**src/rtl/tl_ul_mem_arbiter.sv**
```systemverilog
// ---------------------------------------------------------------------------
// tl_ul_mem_arbiter
//
// Shares one TileLink-UL memory slave between the instruction-fetch master
// (m0) and the data master (m1). Only one transaction is in flight at a time.
// The D-channel response is routed back to whichever master issued the
// request.
//
// Optional feature macro: TL_ARB_ROUND_ROBIN_EN
//   undefined : fixed priority, m1 (data) wins over m0
//   defined   : a last_grant flop alternates the winner on ties
//
// Ports
//   clk, reset                 clock, asynchronous active-high reset
//   m{0,1}_a_*                 master A channels (valid/ready/opcode/address/
//                              data/size/mask)
//   m{0,1}_d_*                 master D channels (valid/ready/opcode/data)
//   s_a_*                      slave A channel, request fields registered
//   s_d_*                      slave D channel (s_d_size_i is not forwarded)
//   owner_o                    master owning the slave (0=m0, 1=m1)
//   busy_o                     a transaction is in progress
// ---------------------------------------------------------------------------
module tl_ul_mem_arbiter #(
   parameter int ADDR_W = 12,
   parameter int DATA_W = 32,
   parameter int MASK_W = 2
) (
   input  logic              clk,
   input  logic              reset,
   // master 0 (instruction fetch)
   input  logic              m0_a_valid_i,
   output logic              m0_a_ready_o,
   input  logic [2:0]        m0_a_opcode_i,
   input  logic [ADDR_W-1:0] m0_a_address_i,
   input  logic [DATA_W-1:0] m0_a_data_i,
   input  logic [1:0]        m0_a_size_i,
   input  logic [MASK_W-1:0] m0_a_mask_i,
   output logic              m0_d_valid_o,
   input  logic              m0_d_ready_i,
   output logic [2:0]        m0_d_opcode_o,
   output logic [DATA_W-1:0] m0_d_data_o,
   // master 1 (data)
   input  logic              m1_a_valid_i,
   output logic              m1_a_ready_o,
   input  logic [2:0]        m1_a_opcode_i,
   input  logic [ADDR_W-1:0] m1_a_address_i,
   input  logic [DATA_W-1:0] m1_a_data_i,
   input  logic [1:0]        m1_a_size_i,
   input  logic [MASK_W-1:0] m1_a_mask_i,
   output logic              m1_d_valid_o,
   input  logic              m1_d_ready_i,
   output logic [2:0]        m1_d_opcode_o,
   output logic [DATA_W-1:0] m1_d_data_o,
   // slave
   output logic              s_a_valid_o,
   input  logic              s_a_ready_i,
   output logic [2:0]        s_a_opcode_o,
   output logic [ADDR_W-1:0] s_a_address_o,
   output logic [DATA_W-1:0] s_a_data_o,
   output logic [1:0]        s_a_size_o,
   output logic [MASK_W-1:0] s_a_mask_o,
   input  logic              s_d_valid_i,
   output logic              s_d_ready_o,
   input  logic [2:0]        s_d_opcode_i,
   input  logic [1:0]        s_d_size_i,
   input  logic [DATA_W-1:0] s_d_data_i,
   // status
   output logic              owner_o,
   output logic              busy_o
);

   typedef enum logic [1:0] {IDLE, REQ, RESP} state_t;

   state_t state_reg, state_next;
   logic   owner_reg;
   logic   winner;
   logic   grant;

   logic [2:0]        s_a_opcode_reg;
   logic [ADDR_W-1:0] s_a_address_reg;
   logic [DATA_W-1:0] s_a_data_reg;
   logic [1:0]        s_a_size_reg;
   logic [MASK_W-1:0] s_a_mask_reg;

   // Both masters gathered into index-able arrays so the datapath below can
   // select by winner/owner instead of duplicating logic per master.
   logic [1:0]        a_valid;
   logic [1:0]        d_ready;
   logic [2:0]        a_opcode  [2];
   logic [ADDR_W-1:0] a_address [2];
   logic [DATA_W-1:0] a_data    [2];
   logic [1:0]        a_size    [2];
   logic [MASK_W-1:0] a_mask    [2];
   logic [1:0]        a_ready;
   logic [1:0]        d_valid;
   logic [2:0]        d_opcode  [2];
   logic [DATA_W-1:0] d_data    [2];
   logic              s_d_ready;
   logic              s_a_valid;

   assign a_valid      = {m1_a_valid_i, m0_a_valid_i};
   assign d_ready      = {m1_d_ready_i, m0_d_ready_i};
   assign a_opcode[0]  = m0_a_opcode_i;
   assign a_opcode[1]  = m1_a_opcode_i;
   assign a_address[0] = m0_a_address_i;
   assign a_address[1] = m1_a_address_i;
   assign a_data[0]    = m0_a_data_i;
   assign a_data[1]    = m1_a_data_i;
   assign a_size[0]    = m0_a_size_i;
   assign a_size[1]    = m1_a_size_i;
   assign a_mask[0]    = m0_a_mask_i;
   assign a_mask[1]    = m1_a_mask_i;

   // The response size carries nothing the masters need.
   logic unused_s_d_size;
   assign unused_s_d_size = ^s_d_size_i;

   // ------------------------------------------------------------------
   // Winner selection
   // ------------------------------------------------------------------
`ifdef TL_ARB_ROUND_ROBIN_EN
   logic last_grant_reg;

   // On a tie the master that was not granted last time wins; a lone
   // requester always wins.
   always_comb begin
      if (a_valid == 2'b11) begin
         winner = ~last_grant_reg;
      end else begin
         winner = a_valid[1];
      end
   end

   // Resets to 1 so that m0 takes the first tie.
   always_ff @(posedge clk or posedge reset) begin
      if (reset) begin
         last_grant_reg <= 1'b1;
      end else if (grant) begin
         last_grant_reg <= winner;
      end
   end
`else
   // Fixed priority: the data port beats instruction fetch.
   always_comb begin
      winner = a_valid[1];
   end
`endif

   // ------------------------------------------------------------------
   // FSM: state register
   // ------------------------------------------------------------------
   always_ff @(posedge clk or posedge reset) begin
      if (reset) begin
         state_reg <= IDLE;
      end else begin
         state_reg <= state_next;
      end
   end

   // ------------------------------------------------------------------
   // FSM: next state and handshake outputs
   // ------------------------------------------------------------------
   always_comb begin
      state_next = state_reg;
      grant      = 1'b0;
      a_ready    = 2'b00;
      d_valid    = 2'b00;
      s_d_ready  = 1'b0;
      s_a_valid  = 1'b0;
      case (state_reg)
         IDLE: begin
            // Ready is offered only to the winner, so a grant happens
            // exactly when any master is valid.
            if (|a_valid) begin
               grant           = 1'b1;
               a_ready[winner] = 1'b1;
               state_next      = REQ;
            end
         end
         REQ: begin
            s_a_valid = 1'b1;
            if (s_a_ready_i) begin
               state_next = RESP;
            end
         end
         RESP: begin
            d_valid[owner_reg] = s_d_valid_i;
            s_d_ready          = d_ready[owner_reg];
            if (s_d_valid_i && d_ready[owner_reg]) begin
               state_next = IDLE;
            end
         end
         default: begin
            state_next = IDLE;
         end
      endcase
   end

   // ------------------------------------------------------------------
   // Request capture and ownership
   // ------------------------------------------------------------------
   always_ff @(posedge clk or posedge reset) begin
      if (reset) begin
         owner_reg       <= 1'b0;
         s_a_opcode_reg  <= '0;
         s_a_address_reg <= '0;
         s_a_data_reg    <= '0;
         s_a_size_reg    <= '0;
         s_a_mask_reg    <= '0;
      end else if (grant) begin
         owner_reg       <= winner;
         s_a_opcode_reg  <= a_opcode[winner];
         s_a_address_reg <= a_address[winner];
         s_a_data_reg    <= a_data[winner];
         s_a_size_reg    <= a_size[winner];
         s_a_mask_reg    <= a_mask[winner];
      end
   end

   // ------------------------------------------------------------------
   // Response fields: only the owner sees the slave's data during RESP.
   // ------------------------------------------------------------------
   generate
      for (genvar gi = 0; gi < 2; gi++) begin : g_resp
         logic sel;
         assign sel          = (state_reg == RESP) && (owner_reg == 1'(gi));
         assign d_opcode[gi] = sel ? s_d_opcode_i : 3'd0;
         assign d_data[gi]   = sel ? s_d_data_i : '0;
      end
   endgenerate

   // A-channel readies come straight from the comb logic, so they are
   // masked while reset is held to keep them low even with valids pending.
   assign m0_a_ready_o  = a_ready[0] & ~reset;
   assign m1_a_ready_o  = a_ready[1] & ~reset;
   assign m0_d_valid_o  = d_valid[0];
   assign m1_d_valid_o  = d_valid[1];
   assign m0_d_opcode_o = d_opcode[0];
   assign m1_d_opcode_o = d_opcode[1];
   assign m0_d_data_o   = d_data[0];
   assign m1_d_data_o   = d_data[1];

   assign s_a_valid_o   = s_a_valid;
   assign s_a_opcode_o  = s_a_opcode_reg;
   assign s_a_address_o = s_a_address_reg;
   assign s_a_data_o    = s_a_data_reg;
   assign s_a_size_o    = s_a_size_reg;
   assign s_a_mask_o    = s_a_mask_reg;
   assign s_d_ready_o   = s_d_ready;

   assign owner_o       = owner_reg;
   assign busy_o        = (state_reg != IDLE);

endmodule

```
**config.mk**
```make
export PLATFORM = sky130hd
export DESIGN_NAME = tl_ul_mem_arbiter
export DESIGN_NICKNAME = d
export VERILOG_FILES = /design/src/rtl/tl_ul_mem_arbiter.sv
export SDC_FILE = /design/constraint.sdc
export NUM_CORES = 1
export LEC_CHECK = 0
export BUFFER_PORTS_ARGS = -buffer_cell sky130_fd_sc_hd__buf_2
export CORE_MARGIN = 2
export CORE_UTILIZATION = 30
export CTS_BUF_LIST = sky130_fd_sc_hd__clkbuf_16
export CTS_CLUSTER_SIZE = 10
export DETAILED_ROUTE_END_ITERATION = 16
export GPL_TIMING_DRIVEN = 0
export HOLD_SLACK_MARGIN = 0.12
export PLACE_DENSITY = 0.66
export SLEW_MARGIN = 20
export SYNTH_ARGS = -nofsm -noshare
export SYNTH_HDL_FRONTEND = slang
export SYNTH_SLANG_ARGS = --single-unit
```
**constraint.sdc**
```tcl
create_clock -name clk -period 5.3 [get_ports clk]
set_clock_uncertainty 0.1 [all_clocks]
set_input_delay 1.06 -clock clk [delete_from_list [all_inputs] [get_ports clk]]
set_output_delay 1.06 -clock clk [all_outputs]
set_load 0.005 [all_outputs]
```
==> flow_metrics.py <==
metrics = {
    "grt": {
        "grt_antenna_before_repair": 5,
        "overflow": 0,
        "grt_pass1_vias": 3118,
        "grt_util_all_layers_pct": 17.4,
        "grt_max_degree": 56,
        "grt_pass1_wl_um": 16700,
    },
    "cells_and_area": {
        "final_common_cell": "buf_2",
        "fillers": 1092,
        "largest_reg_flops": 32,
        "layout_common_cells": "277 x buf_2, 72 x and2_1, 54 x dfrtp_1",
        "multiInputGateArea_um2": 1890,
        "nets": 692,
        "syn_to_final_growth_pct": 49.6,
        "finish.utilization_pct": 45.4,
        "drive_gt1_share_pct": 72.5,
        "regArea_um2": 1350,
    },
    "worst_setup_path": {
        "r2r-end": "s_a_opcode_o[0]",
        "critPathRequiredTime_ps": 4140,
        "worst_path_max_delay_cell": "inv_4",
        "cp_top_family": "buffers and inverters",
        "startpoint_type": "input pin",
        "max_stage_delay_ps": 460,
        "crit_type": "input pin to output pin",
        "crit_fanout": 55,
        "crit_arrival_ps": 2020,
        "cp_num_buf_inv": 3,
        "worstSetupEndpointType": "output pin",
        "path_common_cell": "buf_2",
        "path_cells": "buf_2 -> inv_4 -> and3_1 -> buf_2",
        "timing.rr.start": "state_reg[0]",
        "rr_worst_depth": 5,
        "rrSetupSlack_ps": 3670,
    },
    "timing": {
        "period_minus_slack_ps": 3180,
        "worst_slew_pin_slew_ps": 672,
        "final.setup.tns_ps": 0,
        "max_freq_ghz": 0.314,
        "hold_viol_final": 0,
        "setup_violations": 0,
        "period_share_pct": 60.0,
        "maxSlewViolCount": 0,
        "max_slew_margin_pct": 55.2,
        "rsz0062_at_grt": "no",
    },
    "drt": {
        "ant_nets": 0,
        "via_per_inst": 4.40,
        "dr.pass1.iters": 4,
        "wl_um": 10900,
        "routedWlPerCell_um": 15.7,
        "drt_iter0_drc": 77,
        "vias": 3053,
        "drc_errors": 0,
    },
    "power": {
        "power_w": 0.00226,
        "p_int_w": 0.00154,
        "combPwrFrac_pct": 52.7,
        "p_switching_w": 0.000719,
        "clkPwrFrac_pct": 14.3,
        "ir_drop_mv": 0.204,
        "swShare_pct": 31.8,
        "power_density_nw_per_um2": 441,
        "p_leak_nw": 2.84,
        "p_seq_share_pct": 33.1,
    },
    "synthesis": {
        "ys_types": 21,
        "yosysWarnings": 0,
        "yosysTopAreaCellShare_pct": 39.5,
        "synth_nets": 413,
        "syn_area_um2": 3420,
        "synth_top_cells_by_area": "dfrtp_1 39%, mux2_4 21%, mux2_2 17%",
        "synth_top_area_cell": "dfrtp_1",
        "avgSynthCellArea_um2": 12.9,
        "syn_inst": 266,
        "seq_area_frac_synth_pct": 39.5,
        "ys_ff_latch": 54,
    },
    "floorplan": {
        "dieArea_um2": 12300,
        "die_h_um": 111,
        "die_w_um": 111,
        "core_region_area_um2": 11300,
        "start_util_pct": 30.4,
        "rows": 39,
        "boundaryPins": 276,
    },
    "cts": {
        "cts_root_buffer": "clkbuf_16",
        "htree_levels": 2,
        "cts_num_sinks": 54,
        "cts.hold.buffers_added": 0,
        "numCtsBuffers": 5,
        "clk_pin_slew_worst_paths_ps": 70,
        "cts_resized": 0,
        "post_cts_buffers": 0,
        "cts_tree": "yes",
        "clock_path_buffers": 2,
        "worstSkewPairLatency_ps": 280,
    },
    "hold_path": {
        "hold-path-endpoint": "s_a_data_o[14]",
        "hp-class": "flop to flop",
        "min-delay-start": "s_a_data_o[14]",
        "hold_path_depth": 1,
    },
    "run": {
        "maxCapViolations": 0,
    },
    "place": {
        "io_buffers": 272,
        "gp_congestion": 0.951,
        "hpwl_um": 8950,
    },
    "outcome": {
        "status": "finished clean",
    },
}
worst max path at each step:
stage           from      endpoint  slack [ps]  cells past startpoint
4_1_cts        reset  m1_a_ready_o        2040                      4
3_5_place_dp   reset  m1_a_ready_o        2040                      4
5_1_grt        reset  m1_a_ready_o        1940                      4
2_1_floorplan  reset  m1_a_ready_o        1620                      2
6_report       reset  m1_a_ready_o        2120                      4
3_3_place_gp   reset  m1_a_ready_o         970                      4
cell families (layout without fill, tap and decap cells):
family | Yosys count | count (layout) | synth area share (%)
compound gates | 4 | 4 | 0.841
simple gates | 83 | 83 | 15.0
other cells | 0 | 5 | 0
mux | 103 | 103 | 39.2
flops | 54 | 54 | 39.5
buf+inv | 22 | 302 | 5.41
routing by layer:
metal  global-route usage (%)  vias up  routed length, um
li1                         -     1458                  -
met1                     19.1     1417               4140
met2                     31.2      161               5670
met3                     4.59       17                770
met4                     7.67        0                337
met5                        0        -                  0
worst reg2reg max path: cells and delay by family (launching register included):
kind / cells / cell delay (ps)
DFF: 1 / 390
buffers and inverters: 2 / 350
muxes: 1 / 310
and+or+nand+nor: 1 / 200
AOI/OAI and AO/OA: 1 / 170
cells in the mapped netlist:
| cell | number |
|---|---|
| mux2_4 | 49 |
| nand2_1 | 2 |
| a22o_1 | 1 |
| and2_1 | 72 |
| nor4b_1 | 1 |
| o21a_1 | 1 |
| nor2_2 | 3 |
| o21ai_0 | 1 |
| buf_2 | 5 |
| nor2b_1 | 2 |
| buf_12 | 5 |
| a21o_1 | 1 |
| nor2_1 | 1 |
| clkbuf_1 | 6 |
| nand2b_1 | 1 |
| dfrtp_1 | 54 |
| and3_1 | 1 |
| mux2i_1 | 1 |
| mux2_2 | 53 |
| buf_6 | 2 |
| inv_1 | 4 |
layout make-up:
class                      count  share of cell area (%)
clock inverter                 3                   0.318
clock buffer                   5                    2.44
multi-input combinational    190                    36.8
inverter                       4                   0.342
sequential                    54                    26.4
timing repair buffer         272                    26.6
buffer                        18                    3.32
antenna                        5                   0.244
tap                          143                    3.50
stage by stage:
step	hold slack, ps	setup WS (ps)	cell area, um2	std cells
after CTS	409	2040	5110	689
final	405	2120	5120	694
after detailed placement	386	2040	4960	681
after floorplan	405	1620	3420	266
after global placement	388	967	4960	681
after global routing	415	1940	5120	694
power by group through the flow:
stage                     Sequential [W]  Combinational [W]  Clock (W)
after global routing            0.000775            0.00128   0.000356
final                           0.000747            0.00119   0.000322
after floorplan                 0.000761           0.000730          0
after detailed placement        0.000747            0.00120          0
after global placement          0.000748            0.00119          0
after CTS                       0.000749            0.00121   0.000335
Note: power is estimated with default switching activity, not from simulation.
